`src/rtl/jk_ff_monitor_if.sv`:
```
// Observation bundle between a JK flip-flop under test and jk_ff_monitor: control, J/K/Q sampling, results.
// The master side drives the observed signals; the slave side is the monitor.
interface jk_ff_monitor_if #(
  parameter int unsigned CHK_CNT_W = 16,
  parameter int unsigned ERR_CNT_W = 8
);
  logic                 Enable_In;
  logic                 Clear_In;
  logic                 DUT_Reset_In;
  logic                 J_In;
  logic                 K_In;
  logic                 Q_In;
  logic                 Qb_In;

  logic                 Expected_Q_Out;
  logic [CHK_CNT_W-1:0] Check_Count_Out;
  logic [ERR_CNT_W-1:0] Error_Count_Out;
  logic                 Error_Flag_Out;
  logic [CHK_CNT_W-1:0] Error_Cycle_Out;
  logic [1:0]           State_Out;
  logic                 Stim_J_Out;
  logic                 Stim_K_Out;

  modport master (
    output Enable_In, Clear_In, DUT_Reset_In, J_In, K_In, Q_In, Qb_In,
    input  Expected_Q_Out, Check_Count_Out, Error_Count_Out, Error_Flag_Out,
           Error_Cycle_Out, State_Out, Stim_J_Out, Stim_K_Out
  );

  modport slave (
    input  Enable_In, Clear_In, DUT_Reset_In, J_In, K_In, Q_In, Qb_In,
    output Expected_Q_Out, Check_Count_Out, Error_Count_Out, Error_Flag_Out,
           Error_Cycle_Out, State_Out, Stim_J_Out, Stim_K_Out
  );
endinterface

```
`src/rtl/jk_ff_monitor.sv`:
```
// Reference-model checker for a JK flip-flop: predicts Q each edge, counts checks and failures.
// Optional J/K stimulus LFSR is built only when JK_STIM_GEN_EN is defined.
module jk_ff_monitor #(
  parameter int unsigned CHK_CNT_W   = 16,
  parameter int unsigned ERR_CNT_W   = 8,
  parameter bit          HALT_ON_ERR = 1'b0
) (
  input  logic           Clk_In,
  input  logic           Reset_In,
  jk_ff_monitor_if.slave mon
);

  typedef enum logic [1:0] {
    ST_IDLE  = 2'd0,
    ST_SYNC  = 2'd1,
    ST_CHECK = 2'd2,
    ST_HALT  = 2'd3
  } state_t;

  localparam logic [CHK_CNT_W-1:0] CHK_MAX = '1;
  localparam logic [ERR_CNT_W-1:0] ERR_MAX = '1;

  state_t               state_q, state_d;
  logic                 exp_q_q, exp_q_d;
  logic [CHK_CNT_W-1:0] chk_cnt_q, chk_cnt_d;
  logic [ERR_CNT_W-1:0] err_cnt_q, err_cnt_d;
  logic                 err_flag_q, err_flag_d;
  logic [CHK_CNT_W-1:0] err_cycle_q, err_cycle_d;

  logic predicted_q;
  logic check_fail;
  logic do_check;

  // Next Q the flip-flop should present, from the samples at this edge.
  always_comb begin
    predicted_q = mon.Q_In;
    unique case ({mon.J_In, mon.K_In})
      2'b00: predicted_q = mon.Q_In;
      2'b01: predicted_q = 1'b0;
      2'b10: predicted_q = 1'b1;
      2'b11: predicted_q = ~mon.Q_In;
    endcase
    if (mon.DUT_Reset_In) predicted_q = 1'b0;
  end

  assign check_fail = (mon.Q_In != exp_q_q) || (mon.Qb_In == mon.Q_In);
  assign do_check   = (state_q == ST_CHECK) && mon.Enable_In;

  always_comb begin
    // NOTE: every _d starts from its _q so no path leaves a variable unassigned (no latches).
    state_d     = state_q;
    exp_q_d     = exp_q_q;
    chk_cnt_d   = chk_cnt_q;
    err_cnt_d   = err_cnt_q;
    err_flag_d  = err_flag_q;
    err_cycle_d = err_cycle_q;

    if (!mon.Enable_In) begin
      state_d = ST_IDLE;
    end else begin
      unique case (state_q)
        ST_IDLE: state_d = ST_SYNC;
        ST_SYNC: begin
          exp_q_d = predicted_q;
          state_d = ST_CHECK;
        end
        ST_CHECK: begin
          exp_q_d = predicted_q;
          if (check_fail && HALT_ON_ERR) state_d = ST_HALT;
        end
        ST_HALT: state_d = ST_HALT;
      endcase
    end

    if (do_check) begin
      if (chk_cnt_q != CHK_MAX) chk_cnt_d = chk_cnt_q + CHK_CNT_W'(1);
      if (check_fail) begin
        if (err_cnt_q != ERR_MAX) err_cnt_d = err_cnt_q + ERR_CNT_W'(1);
        if (!err_flag_q) begin
          err_flag_d  = 1'b1;
          err_cycle_d = chk_cnt_q;
        end
      end
    end

    // Clear beats a coincident check; it also releases HALT back into checking.
    if (mon.Clear_In) begin
      chk_cnt_d   = '0;
      err_cnt_d   = '0;
      err_flag_d  = 1'b0;
      err_cycle_d = '0;
      if (mon.Enable_In && (state_q == ST_HALT || state_q == ST_CHECK)) begin
        state_d = ST_CHECK;
        exp_q_d = predicted_q;
      end
    end
  end

  always_ff @(posedge Clk_In or negedge Reset_In) begin
    if (!Reset_In) begin
      state_q     <= ST_IDLE;
      exp_q_q     <= 1'b0;
      chk_cnt_q   <= '0;
      err_cnt_q   <= '0;
      err_flag_q  <= 1'b0;
      err_cycle_q <= '0;
    end else begin
      // NOTE: non-blocking so every register sees the pre-edge values of the others.
      state_q     <= state_d;
      exp_q_q     <= exp_q_d;
      chk_cnt_q   <= chk_cnt_d;
      err_cnt_q   <= err_cnt_d;
      err_flag_q  <= err_flag_d;
      err_cycle_q <= err_cycle_d;
    end
  end

`ifdef JK_STIM_GEN_EN
  localparam logic [15:0] LFSR_SEED = 16'hACE1;

  logic [15:0] lfsr_q, lfsr_d;
  logic        stim_j_q, stim_j_d;
  logic        stim_k_q, stim_k_d;

  // Fibonacci LFSR, taps 16,14,13,11; restarts from the seed on every entry to SYNC.
  always_comb begin
    lfsr_d   = lfsr_q;
    stim_j_d = stim_j_q;
    stim_k_d = stim_k_q;
    if (state_d == ST_SYNC && state_q != ST_SYNC) begin
      lfsr_d = LFSR_SEED;
    end else if (state_q == ST_SYNC || state_q == ST_CHECK) begin
      lfsr_d = {lfsr_q[14:0], lfsr_q[15] ^ lfsr_q[13] ^ lfsr_q[12] ^ lfsr_q[10]};
    end
    if (lfsr_d != lfsr_q) begin
      stim_j_d = lfsr_d[0];
      stim_k_d = lfsr_d[1];
    end
  end

  always_ff @(posedge Clk_In or negedge Reset_In) begin
    if (!Reset_In) begin
      lfsr_q   <= LFSR_SEED;
      stim_j_q <= 1'b0;
      stim_k_q <= 1'b0;
    end else begin
      lfsr_q   <= lfsr_d;
      stim_j_q <= stim_j_d;
      stim_k_q <= stim_k_d;
    end
  end

  assign mon.Stim_J_Out = stim_j_q;
  assign mon.Stim_K_Out = stim_k_q;
`else
  assign mon.Stim_J_Out = 1'b0;
  assign mon.Stim_K_Out = 1'b0;
`endif

  assign mon.Expected_Q_Out  = exp_q_q;
  assign mon.Check_Count_Out = chk_cnt_q;
  assign mon.Error_Count_Out = err_cnt_q;
  assign mon.Error_Flag_Out  = err_flag_q;
  assign mon.Error_Cycle_Out = err_cycle_q;
  assign mon.State_Out       = state_q;

endmodule

```
`src/flat_wrapper.sv`:
```
// flat-port wrapper written by rule: the top's interface ports become plain ports
module jk_ff_monitor_flat 
#(
  parameter int unsigned CHK_CNT_W   = 16,
  parameter int unsigned ERR_CNT_W   = 8,
  parameter bit          HALT_ON_ERR = 1'b0
)
  (Clk_In, Reset_In, mon_Enable_In, mon_Clear_In, mon_DUT_Reset_In, mon_J_In, mon_K_In, mon_Q_In, mon_Qb_In, mon_Expected_Q_Out, mon_Check_Count_Out, mon_Error_Count_Out, mon_Error_Flag_Out, mon_Error_Cycle_Out, mon_State_Out, mon_Stim_J_Out, mon_Stim_K_Out);
  jk_ff_monitor_if #(.CHK_CNT_W(CHK_CNT_W), .ERR_CNT_W(ERR_CNT_W)) mon_i ();
  input  logic Clk_In;
  input  logic Reset_In;
  input wire logic [$bits(mon_i.Enable_In)-1:0] mon_Enable_In;
  input wire logic [$bits(mon_i.Clear_In)-1:0] mon_Clear_In;
  input wire logic [$bits(mon_i.DUT_Reset_In)-1:0] mon_DUT_Reset_In;
  input wire logic [$bits(mon_i.J_In)-1:0] mon_J_In;
  input wire logic [$bits(mon_i.K_In)-1:0] mon_K_In;
  input wire logic [$bits(mon_i.Q_In)-1:0] mon_Q_In;
  input wire logic [$bits(mon_i.Qb_In)-1:0] mon_Qb_In;
  output wire logic [$bits(mon_i.Expected_Q_Out)-1:0] mon_Expected_Q_Out;
  output wire logic [$bits(mon_i.Check_Count_Out)-1:0] mon_Check_Count_Out;
  output wire logic [$bits(mon_i.Error_Count_Out)-1:0] mon_Error_Count_Out;
  output wire logic [$bits(mon_i.Error_Flag_Out)-1:0] mon_Error_Flag_Out;
  output wire logic [$bits(mon_i.Error_Cycle_Out)-1:0] mon_Error_Cycle_Out;
  output wire logic [$bits(mon_i.State_Out)-1:0] mon_State_Out;
  output wire logic [$bits(mon_i.Stim_J_Out)-1:0] mon_Stim_J_Out;
  output wire logic [$bits(mon_i.Stim_K_Out)-1:0] mon_Stim_K_Out;
  assign mon_i.Enable_In = mon_Enable_In;
  assign mon_i.Clear_In = mon_Clear_In;
  assign mon_i.DUT_Reset_In = mon_DUT_Reset_In;
  assign mon_i.J_In = mon_J_In;
  assign mon_i.K_In = mon_K_In;
  assign mon_i.Q_In = mon_Q_In;
  assign mon_i.Qb_In = mon_Qb_In;
  assign mon_Expected_Q_Out = mon_i.Expected_Q_Out;
  assign mon_Check_Count_Out = mon_i.Check_Count_Out;
  assign mon_Error_Count_Out = mon_i.Error_Count_Out;
  assign mon_Error_Flag_Out = mon_i.Error_Flag_Out;
  assign mon_Error_Cycle_Out = mon_i.Error_Cycle_Out;
  assign mon_State_Out = mon_i.State_Out;
  assign mon_Stim_J_Out = mon_i.Stim_J_Out;
  assign mon_Stim_K_Out = mon_i.Stim_K_Out;
  jk_ff_monitor #(.CHK_CNT_W(CHK_CNT_W), .ERR_CNT_W(ERR_CNT_W), .HALT_ON_ERR(HALT_ON_ERR)) u_core (.Clk_In(Clk_In), .Reset_In(Reset_In), .mon(mon_i));
endmodule
```
`config.mk`:
```
export PLATFORM = sky130hd
export DESIGN_NAME = jk_ff_monitor_flat
export DESIGN_NICKNAME = d
export VERILOG_FILES = /design/src/rtl/jk_ff_monitor_if.sv /design/src/rtl/jk_ff_monitor.sv /design/src/flat_wrapper.sv
export SDC_FILE = /design/constraint.sdc
export NUM_CORES = 1
export LEC_CHECK = 0
export BUFFER_PORTS_ARGS = -buffer_cell sky130_fd_sc_hd__buf_2
export CORE_ASPECT_RATIO = 1.2
export CORE_MARGIN = 3
export CORE_UTILIZATION = 45
export DETAILED_ROUTE_END_ITERATION = 10
export PLACE_DENSITY = 0.69
export REMOVE_ABC_BUFFERS = 1
export SYNTH_ARGS = -nofsm -noshare
export SYNTH_HDL_FRONTEND = slang
export SYNTH_SLANG_ARGS = --single-unit
```
`constraint.sdc`:
```
create_clock -name Clk_In -period 3.25 [get_ports Clk_In]
set_clock_uncertainty 0.1 [all_clocks]
set_input_delay 0.65 -clock Clk_In [delete_from_list [all_inputs] [get_ports Clk_In]]
set_output_delay 0.65 -clock Clk_In [all_outputs]
set_load 0.02 [all_outputs]
```
# Word-level counts from Yosys, hierarchy flattened
# Cells that the tools add are included.
# op_classes
n_addsub	2
multipliers	0
div_mod_pow	0
magnitude_cmp	0
n_eq_ne	11
n_shift	0
n_mux	24
n_bitwise	1
n_reduce_logical	15
# op_table
cell	n
16-bit 2-to-1 mux	7
8-bit 2-to-1 mux	4
16-bit by 1-bit adder with 16-bit output, second input constant	1
16-bit != test, second input constant	1
8-bit by 1-bit adder with 8-bit output, second input constant	1
2-bit == test, second input constant	4
1-bit 2-to-1 mux	8
8-bit != test, second input constant	1
2-bit nonzero test	4
2-bit 2-to-1 mux	3
2-bit case mux with 3 select lines	1
3-bit AND reduction	2
2-bit by 1-bit == test with 1-bit output, second input constant	2
2-bit logical NOT	2
1-bit case mux with 4 select lines	1
2-bit AND reduction	2
1-bit logical AND	2
1-bit logical OR	2
2-bit != test, second input constant	1
2-bit OR reduction	1
1-bit == test	1
1-bit != test	1
1-bit inverter	1
# word_totals
register_bits	44
latchBits	0
ramBits	0
romBits	0
out_inout_bits	46
word_cells	59
memories	0

# Logic depth before layout (Yosys ltp)
# Gate-level depths: netlist of run 1.
# logic_depth
ltp_word	7
ltp_mapped	7
mapped_depth_nobuf	6

# Worst setup path after synthesis of run 1
# Ideal clock, no wire load.
# synth_timing
kind	input to register
from	input mon_Q_In
to	register u_core.err_cnt_q[0], in the netlist u_core.mon.Error_Count_Out[0]
setup_time_ns	0.122
arrival_ns	1.720
t_required_ns	3.028
slack_ns	1.308
cell_stages	5
cell_sequence	or3b_2 a31oi_4 buf_4 nor4_1 nand2b_1
# synth_between
elab_chain_cells	4
word_cells_on_any_way	5
cone_classes	eq/ne: 2; reduce/logical: 3
# synth_lines
element	line_no	rtl
start: declaration	flat_wrapper.sv:17	input wire logic [$bits(mon_i.Q_In)-1:0] mon_Q_In;
1-bit != test or 1-bit == test (tied branches)	jk_ff_monitor.sv:46	assign check_fail = (mon.Q_In != exp_q_q) || (mon.Qb_In == mon.Q_In);
1-bit logical OR (*)	jk_ff_monitor.sv:46	
2-bit nonzero test (no line) (*)	n/a	
3-bit AND reduction (no line) (*)	n/a	
end signal: assignment	jk_ff_monitor.sv:112	err_cnt_q <= err_cnt_d;
end: declaration	jk_ff_monitor.sv:26	logic [ERR_CNT_W-1:0] err_cnt_q, err_cnt_d;
# Every way passes the cells marked *; elsewhere a longest branch is shown, timed or not.
# A chain may end at the register's enable or synchronous reset.

# Worst setup path in the final report of run 1
# layout_timing
from	register u_core.state_q[0], in the netlist u_core.mon.State_Out[0]
to	register u_core.err_cnt_q[5], in the netlist u_core.mon.Error_Count_Out[5]
# layout_between
elab_chain_cells	4
# layout_lines
element	line_no	rtl
start: declaration	jk_ff_monitor.sv:23	state_t state_q, state_d;
start signal: assignment	jk_ff_monitor.sv:109	state_q <= state_d;
2-bit == test	jk_ff_monitor.sv:47	assign do_check = (state_q == ST_CHECK) && mon.Enable_In;
1-bit logical AND	jk_ff_monitor.sv:47	
2-bit nonzero test (no line)	n/a	
3-bit AND reduction (no line)	n/a	
# Every way passes these cells.

==> metrics.cfg, run 1 <==
[worst_setup_path]
crit_required_ns=3.38
crit_path_end_kind=flop
r2r_slack_ns=1.13
worst_r2r_endpoint=u_core.mon.Error_Count_Out[5]
crit_path_start_kind=flop
crit_type=flop to flop
rr_startpoint=u_core.mon.State_Out[0]
cp_max_fo=16
reg2reg_depth=6
arrival_ns=2.25

[drt]
num_vias=1933
drc_errors=0
drt_first_pass_iters=6
finalWirelength_um=4930
wl_per_cell_um=14.1
vias_per_cell=5.51
initialDrtViolationCount=122
postRouteAntennaNets=0

[grt]
antenna_found_initial=0
grt_pass1_vias=1668
grt_max_degree=45
grt.overflow.total=0
grt_pass1_wl_um=7880
grt_usage=0.160

[timing]
hold_viol=0
period_minus_slack_ns=2.12
max_clock_freq_ghz=0.471
rsz0062_at_grt=false
worstMarginPinSlew_ns=0.984
finalCritPeriodShare=0.653
finalSetupViolCount=0
whs_ns=0.376
tns_ns=0
slew_violations=0
max_slew_margin=0.344

[die]
pin_count=55
fp.dieW_um=72.3
core_um2=5010
core.rowCount=28
start_util=0.474
die_h_um=85.6
die_area_um2=6190

[min_path]
hold_path_class=flop to flop
hold_start=u_core.mon.Error_Cycle_Out[12]
worstHoldEndpoint=u_core.mon.Error_Cycle_Out[12]
hold_depth=2

[clock_tree]
cts_root_buffer=clkbuf_8
cts_tree=yes
cts_buffers=5
cts_setup_buffers=0
cts-resized-gates=0
clock_sinks=44
path_clk_slew_ns=0.08
clock_latency_ns=0.30
h-tree-depth=2
clock_path_buffers=2
cts_hold_buf=0

[layout]
postLayoutCoreUtil=0.553
syn2layout_area_growth_pct=16.7
layout_commonest_cell=buf_2
mostFrequentLayoutCells=52 x buf_2, 44 x dfrtp_1, 24 x nand2_1, 21 x a21oi_1, 19 x o21ai_0
multi_input_area_um2=1170
final_layout_size_suffix_gt1_frac=0.282
insertedDiodeCount=0
finalNetCount=304
seqCellArea_um2=1100
fill_cells=455

[logic_synthesis]
synth_edf_count=0
synthArstFlopShare=1.00
synth-seq-cells=44
ys_types=48
synthCells=241
synth_top_area_cell=dfrtp_1
synth.area.top_cells=dfrtp_1 46%, a21oi_1 4.4%, o21ai_0 4.0%
avgSynthCellArea_um2=9.86
yosysSeqAreaShare=0.463
synth_area_um2=2380
yosysWarnings=0
synth_top_area_share=0.463
synth-main-ff-cell=dfrtp_1

[pwr]
pwr_density_cell_nw_per_um2=448
peakVddDrop_v=0.000281
p_leak_nw=1.31

[place]
place.detailed.hpwl_um=3410
place_congestion=0.768
port-buffer-count=52

[status]
status=finished, final reports clean

[flow_run]
drv_cap=0

==> cells in the mapped netlist, types with 2 or more instances <==
cell      count
dfrtp_1      44
nand2_1      24
a21oi_1      21
o21ai_0      19
nand2b_1     15
o31ai_1      11
inv_1         9
or4_1         9
mux2i_1       8
or2_2         8
clkbuf_1      6
nand3_1       6
nor2_1        6
ha_1          5
buf_4         4
nand4_1       4
buf_2         3
nand3b_1      3
nor3_1        3
a211o_1       2
and2_1        2
mux2_2        2
nor4_1        2
==> power by group <==
part	internal [mW]	switching, mW	total, mW
Clock	0.228	0.184	0.412
Sequential	0.576	0.0300	0.606
Combinational	0.0781	0.146	0.224
==> worst max path at each step <==
| stage | endpoint | slack, ns | from | depth (start not counted) |
|---|---|---|---|---|
| after CTS | u_core.mon.Error_Count_Out[5] | 1.13 | u_core.mon.State_Out[0] | 6 |
| final | u_core.mon.Error_Count_Out[5] | 1.13 | u_core.mon.State_Out[0] | 6 |
| after detailed placement | u_core.mon.Check_Count_Out[13] | 0.95 | mon_Clear_In | 5 |
| after floorplan | u_core.mon.Error_Cycle_Out[0] | 0.94 | mon_Q_In | 3 |
| after global routing | u_core.mon.Error_Count_Out[5] | 0.99 | u_core.mon.State_Out[0] | 6 |
| after global placement | u_core.mon.Check_Count_Out[13] | 0.97 | mon_Clear_In | 5 |
==> final cells by class <==
cell class / count / share of cell area
multi-input combinational: 175 / 0.423
tap: 60 / 0.0271
clock inverter: 2 / 0.0126
clock buffer: 6 / 0.0262
sequential: 44 / 0.397
inverter: 9 / 0.0122
timing repair buffer: 55 / 0.102
==> state kept, by name, indices dropped and copies added (netlist names) <==
| signal | cells |
|---|---|
| u_core.mon.Check_Count_Out | 16 |
| u_core.mon.Error_Flag_Out | 1 |
| u_core.mon.Expected_Q_Out | 1 |
| u_core.mon.Error_Count_Out | 8 |
| u_core.mon.Error_Cycle_Out | 16 |
| u_core.mon.State_Out | 2 |
==> logic make-up (layout without fill, tap and decap cells) <==
group / count (synthesis) / in the layout / synth area share
other cells: 1 / 2 / 0.00158
fa+ha+maj: 5 / 5 / 0.0263
compound gates: 60 / 60 / 0.169
buf+inv: 23 / 72 / 0.0448
flops: 44 / 44 / 0.463
mux: 10 / 10 / 0.0432
simple gates: 98 / 98 / 0.252
==> per-stage QoR <==
stage,cells,power [mW],instance area [um^2],setup WS (ns)
5_1_grt,351,1.31,2770,0.992
2_1_floorplan,228,0.760,2310,0.943
3_5_place_dp,343,0.845,2670,0.952
3_3_place_gp,343,0.837,2670,0.975
4_1_cts,351,1.26,2770,1.13
6_report,351,1.24,2770,1.13
==> layer usage <==
layer	vias up	wire [um]	global-route usage
li1	969	-	-
met1	929	2200	0.204
met2	29	2500	0.265
met3	6	169	0.0387
met4	0	65	0.0513
met5	-	0	0
==> critical path: stages, from the launching register on <==
cell,delay [ns]
dfrtp_1,0.39
inv_1,0.08
ha_1,0.16
and2_2,0.37
a31oi_4,0.25
or4_1,0.55
a21oi_1,0.15
Note: power is estimated with default switching activity, not from simulation.
==> inputs of run 2 (changes only) <==
- PLACE_DENSITY: 0.69 -> 0.71
- clock period: 3.25 -> 1.89 ns (I/O delays scaled with it)
==> run 2 against run 1 <==
Die area stayed put. Critical path type unchanged. Setup slack worse by 1.1 ns. Count of clock-buffer cells in the layout stayed put. Critical path depth stayed put. Sequential share of layout area is 3.4 points lower. First-iteration DRC count is 20% lower. Critical endpoint is now u_core.mon.Error_Count_Out[3].
==> metrics.cfg, run 2 (same netlist as run 1, synthesis figures left out) <==
[timing]
worstMarginPinSlew_ns=0.573  ; -0.411 ns
tns_ns=0  ; unchanged
finalSetupViolCount=0  ; unchanged
max_clock_freq_ghz=0.551  ; +17%
hold_viol=0  ; unchanged
max_slew_margin=0.615  ; +0.271
rsz0062_at_grt=true
finalCritPeriodShare=0.961  ; +0.308
period_minus_slack_ns=1.82  ; -0.306 ns
slew_violations=0  ; unchanged

[layout]
finalNetCount=331  ; +8.9%
insertedDiodeCount=0  ; unchanged
layout_commonest_cell=buf_2
postLayoutCoreUtil=0.606  ; +0.0524
syn2layout_area_growth_pct=27.8
mostFrequentLayoutCells=52 x buf_2, 44 x dfrtp_1, 25 x buf_4, 24 x nand2_1
final_layout_size_suffix_gt1_frac=0.362  ; +0.0798

[pwr]
p_leak_nw=1.46  ; +11%
clkPwrFrac=0.285  ; -0.047
peakVddDrop_v=0.000360  ; +28%
internal-power_mw=1.49  ; +69%
swShare=0.307  ; +0.0177
pwr_density_cell_nw_per_um2=708  ; +58%
power_frac_seq=0.481  ; -0.007
switching_power_mw=0.661  ; +84%
combPwrFrac=0.234  ; +0.053

[worst_setup_path]
reg2reg_depth=6  ; unchanged
arrival_ns=1.94  ; -0.31 ns
crit_path_end_kind=flop
rr_startpoint=u_core.mon.State_Out[0]
cp_max_fo=6  ; -10
r2r_slack_ns=0.07  ; -1.05 ns
crit_chain=inv_1, ha_1, and2_4, a31oi_4, or4_1, a21oi_1
path_buf_inv=1  ; unchanged
crit_required_ns=2.02  ; -1.36 ns
worst_r2r_endpoint=u_core.mon.Error_Count_Out[3]
path_depth=6  ; unchanged
cpPeakStageDelay_ns=0.52  ; -0.03 ns
crit_type=flop to flop
crit_slowest_cell=or4_1
crit_path_start_kind=flop
critPathTopFamily=simple AND/OR/NAND/NOR gates

[place]
port-buffer-count=52  ; unchanged
place.detailed.hpwl_um=3760  ; +10%
place_congestion=0.846  ; +10%

[status]
status=finished, final reports clean

[clock_tree]
clock_latency_ns=0.29  ; about the same
path_clk_slew_ns=0.08  ; about the same
clock_sinks=44  ; unchanged
h-tree-depth=2  ; unchanged
clock_path_buffers=2  ; unchanged
cts_root_buffer=clkbuf_8
cts_tree=yes
cts_buffers=5  ; unchanged

[die]
pin_count=55  ; unchanged
start_util=0.474  ; unchanged
core.rowCount=28  ; unchanged
die_h_um=85.6  ; unchanged
fp.dieW_um=72.3  ; unchanged
die_area_um2=6190  ; unchanged
core_um2=5010  ; unchanged

[flow_run]
drv_cap=0  ; unchanged

[min_path]
hold_path_class=primary input to flop
hold_depth=3  ; +1
hold_start=mon_Enable_In
worstHoldEndpoint=u_core.mon.State_Out[1]

[drt]
num_vias=2023  ; +4.7%
postRouteAntennaNets=0  ; unchanged
initialDrtViolationCount=97  ; -20%
vias_per_cell=5.35  ; -2.8%
wl_per_cell_um=13.5  ; -3.6%
drt_first_pass_iters=4  ; -2
finalWirelength_um=5120  ; +3.8%
drc_errors=0  ; unchanged

[grt]
grt.overflow.total=0  ; unchanged
grt_usage=0.172  ; +0.0116
antenna_found_initial=0  ; unchanged
grt_pass1_wl_um=8580  ; +8.8%
grt_max_degree=33  ; -27%
grt_pass1_vias=1897  ; +14%

## run 2: worst register-to-register path, stage by stage (launching register included)
cell	delay (ns)
dfrtp_1	0.38
inv_1	0.08
ha_1	0.17
and2_4	0.22
a31oi_4	0.13
or4_1	0.52
a21oi_1	0.15
## run 2: power by group through the flow
stage                     clock network (mW)  logic (mW)  registers (mW)
final                                  0.612       0.503            1.03
after detailed placement                   0       0.470            1.05
after global routing                   0.664       0.553            1.05
after CTS                              0.623       0.477            1.03
after global placement                     0       0.452            1.05
after floorplan                            0       0.188            1.12
## run 2: repair_timing
| action | 4_1_cts | 5_1_grt |
|---|---|---|
| setup endpoints to repair | 5 | 11 |
| pin swaps | 0 | 9 |
| endpoints found under the hold margin | 17 | 0 |
| buffers inserted | 0 | 3 |
| gates cloned | 0 | 1 |
| gates resized for setup | 1 | 9 |
| hold buffers | 1 | 0 |
## run 2: worst max-delay path by stage
stage,startpoint,endpoint
finish,u_core.mon.State_Out[0],u_core.mon.Error_Count_Out[3]
global route,u_core.mon.Check_Count_Out[0],u_core.mon.Check_Count_Out[10]
global placement,mon_Q_In,u_core.mon.Error_Count_Out[6]
detailed placement,mon_Q_In,u_core.mon.Error_Count_Out[6]
floorplan,u_core.mon.Error_Count_Out[0],u_core.mon.Error_Count_Out[3]
CTS,u_core.mon.Expected_Q_Out,u_core.mon.Error_Count_Out[6]
## run 2: metal layers
metal  routed length, um  global-route usage  vias up
li1                    -                   -     1022
met1                2390               0.229      964
met2                2520               0.288       32
met3                 172              0.0305        5
met4                  37              0.0410        0
met5                   0                   0        -
## run 2: layout make-up
type | instances | area (um^2)
Fill cell | 447 | 1970
Multi-Input combinational cell | 176 | 1220
Sequential cell | 44 | 1100
Timing Repair Buffer | 81 | 509
Clock buffer | 6 | 82.6
Tap cell | 60 | 75.1
Inverter | 9 | 33.8
Clock inverter | 2 | 10.0
## run 2: through the flow
step | hold slack (ns) | power (mW) | cell area [um^2] | instances | setup WS, ns
after global routing | 0.245 | 2.26 | 3040 | 378 | -0.0271
after CTS | 0.238 | 2.13 | 2960 | 374 | 0.0305
after global placement | 0.244 | 1.50 | 2860 | 365 | 0.00813
final | 0.241 | 2.15 | 3040 | 378 | 0.0737
after detailed placement | 0.249 | 1.52 | 2860 | 365 | -0.0233
after floorplan | -0.0176 | 1.31 | 2310 | 228 | -0.327
==> inputs of run 3 (changes only) <==
- CORE_ASPECT_RATIO: 1.2 -> unset
- PLACE_DENSITY: 0.71 -> unset
- PLACE_DENSITY_LB_ADDON: unset -> 0.05
==> run 3 against run 2 <==
Total power rose by 1.7%. Global-route usage up 1.9 points. Sequential cell count stayed put. Setup slack worse by 0.0094 ns. Maximum frequency shrank 0.52%. Register-to-register slack is essentially flat. Routed wire length rose by 6.6%. Clock power about the same. Hold slack improved by 0.016 ns.
==> metrics.cfg, run 3 (same netlist as run 1, synthesis figures left out) <==
[status]
status=finished, final reports clean

[drt]
drc_errors=0  ; unchanged
finalWirelength_um=5460  ; +6.6%
drt_first_pass_iters=5  ; +1
num_vias=2051  ; +1.4%
vias_per_cell=5.30  ; -0.97%
initialDrtViolationCount=118  ; +22%
wl_per_cell_um=14.1  ; +4.1%
postRouteAntennaNets=0  ; unchanged

[grt]
grt_usage=0.191  ; +0.0193
grt_pass1_wl_um=9470  ; +10%
antenna_found_initial=0  ; unchanged
met3_usage=0.0424  ; +0.0120
grtUsageMet2=0.312  ; +0.0232
grt_max_degree=45  ; +36%
grtUsageMet1=0.255  ; +0.0261
grt_pass1_vias=2012  ; +6.1%
grt.overflow.total=0  ; unchanged
busiest_layer=met2

[layout]
layout_commonest_cell=buf_2
instances_no_fill=387  ; +2.4%
insertedDiodeCount=0  ; unchanged
postLayoutCoreUtil=0.622  ; +0.0160
final_layout_size_suffix_gt1_frac=0.372  ; +0.0102
syn2layout_area_growth_pct=28.5
mostFrequentLayoutCells=52 x buf_2, 44 x dfrtp_1, 28 x buf_4, 24 x nand2_1, 19 x o21ai_0
finalNetCount=333  ; +0.60%

[clock_tree]
clock_path_buffers=2  ; unchanged
clock_latency_ns=0.29  ; about the same
h-tree-depth=2  ; unchanged
cts_tree=yes
clock_sinks=44  ; unchanged
path_clk_slew_ns=0.08  ; about the same
cts_root_buffer=clkbuf_8
cts_buffers=5  ; unchanged

[place]
dp_cells=375  ; +2.7%
port-buffer-count=52  ; unchanged
place_congestion=0.749  ; -11%
place.detailed.hpwl_um=3830  ; +1.8%

[die]
core.rowCount=25  ; -11%
fp.dieW_um=78.7  ; +8.8%
die_area_um2=6190  ; about the same
pin_count=55  ; unchanged
core_um2=4910  ; -2.0%
die_h_um=78.7  ; -8.1%
start_util=0.484  ; +0.00955

[worst_setup_path]
crit_path_end_kind=flop
crit_chain=inv_1, ha_1, and2_4, a31oi_4, or4_4, a21oi_2
cp_max_fo=6  ; unchanged
critPathTopFamily=simple AND/OR/NAND/NOR gates
path_buf_inv=1  ; unchanged
arrival_ns=1.95  ; about the same
crit_required_ns=2.02  ; about the same
crit_type=flop to flop
crit_slowest_cell=or4_4
cpPeakStageDelay_ns=0.54  ; +0.02 ns
crit_path_start_kind=flop

[timing]
finalCritPeriodShare=0.966  ; +0.00498
hold_viol=0  ; unchanged
max_clock_freq_ghz=0.548  ; -0.52%
period_minus_slack_ns=1.83  ; +0.00941 ns
rsz0062_at_grt=true
finalSetupViolCount=0  ; unchanged
slew_violations=0  ; unchanged

[pwr]
peakVddDrop_v=0.000572  ; +59%
total_power_mw=2.19  ; +1.7%
pwr_density_cell_nw_per_um2=716  ; +1.1%
p_leak_nw=1.46  ; +0.42%

[flow_run]
drv_cap=0  ; unchanged

[min_path]
hold_path_class=primary input to flop

## run 3: cell types whose count changed in the layout (fill, tap and decap cells not counted), sizes merged
cell / previous run / this run
clkinv: 2 / 0
buf: 80 / 82
clkbuf: 6 / 8
## run 3: tightest hold or removal path, delay by kind of cell
kind,cells,cell delay [ns]
buffers and inverters,2,0.19
AO/OA/AOI/OAI,1,0.04
## run 3: worst paths after layout
kind                       slack [ns]  cells after the start                           from                              to
min in group asynchronous        0.48                      3                       Reset_In   u_core.mon.Error_Count_Out[5]
min                              0.26                      3                  mon_Enable_In         u_core.mon.State_Out[1]
max in group asynchronous        0.99                      3                       Reset_In  u_core.mon.Check_Count_Out[15]
min reg2reg                      0.38                      2  u_core.mon.Error_Cycle_Out[9]   u_core.mon.Error_Cycle_Out[9]
max reg2reg                      0.06                      6        u_core.mon.State_Out[0]   u_core.mon.Error_Count_Out[3]
max                              0.06                      6        u_core.mon.State_Out[0]   u_core.mon.Error_Count_Out[3]
## run 3: metrics by stage
stage	hold WS (ns)	cell area (um^2)	setup slack, ns	TNS (ns)
after floorplan	-0.0176	2310	-0.327	-6.67
after global placement	0.278	2890	-0.0182	-0.0206
after detailed placement	0.276	2890	-0.0390	-0.161
after CTS	0.245	2990	0.0224	0
after global routing	0.246	3050	-0.0208	-0.0527
final	0.257	3050	0.0643	0
## run 3: final cells by class
class / count / area, um^2
clock buffers: 8 / 90.1
fillers: 448 / 1860
repair buffers: 83 / 520
inverters: 9 / 33.8
well taps: 67 / 83.8
multi-input cells: 176 / 1220
flip-flops and latches: 44 / 1100
## run 3: timing repair
action | CTS | global route
gates cloned | 0 | 1
pin swaps | 0 | 5
hold buffers | 1 | 0
resized for setup | 1 | 10
setup buffers | 0 | 2
hold endpoints to repair | 44 | 0
setup endpoints to repair | 7 | 11
## run 3: power breakdown
part | internal, mW | leakage [nW] | switching, mW
clock network | 0.299 | 0.0455 | 0.311
logic | 0.239 | 0.810 | 0.320
registers | 0.990 | 0.607 | 0.0284
total | 1.53 | 1.46 | 0.659
## run 3: per-layer routing
metal | vias to the layer above | routed length (um)
li1 | 1032 | -
met1 | 966 | 2590
met2 | 48 | 2540
met3 | 5 | 270
met4 | 0 | 53
met5 | - | 0
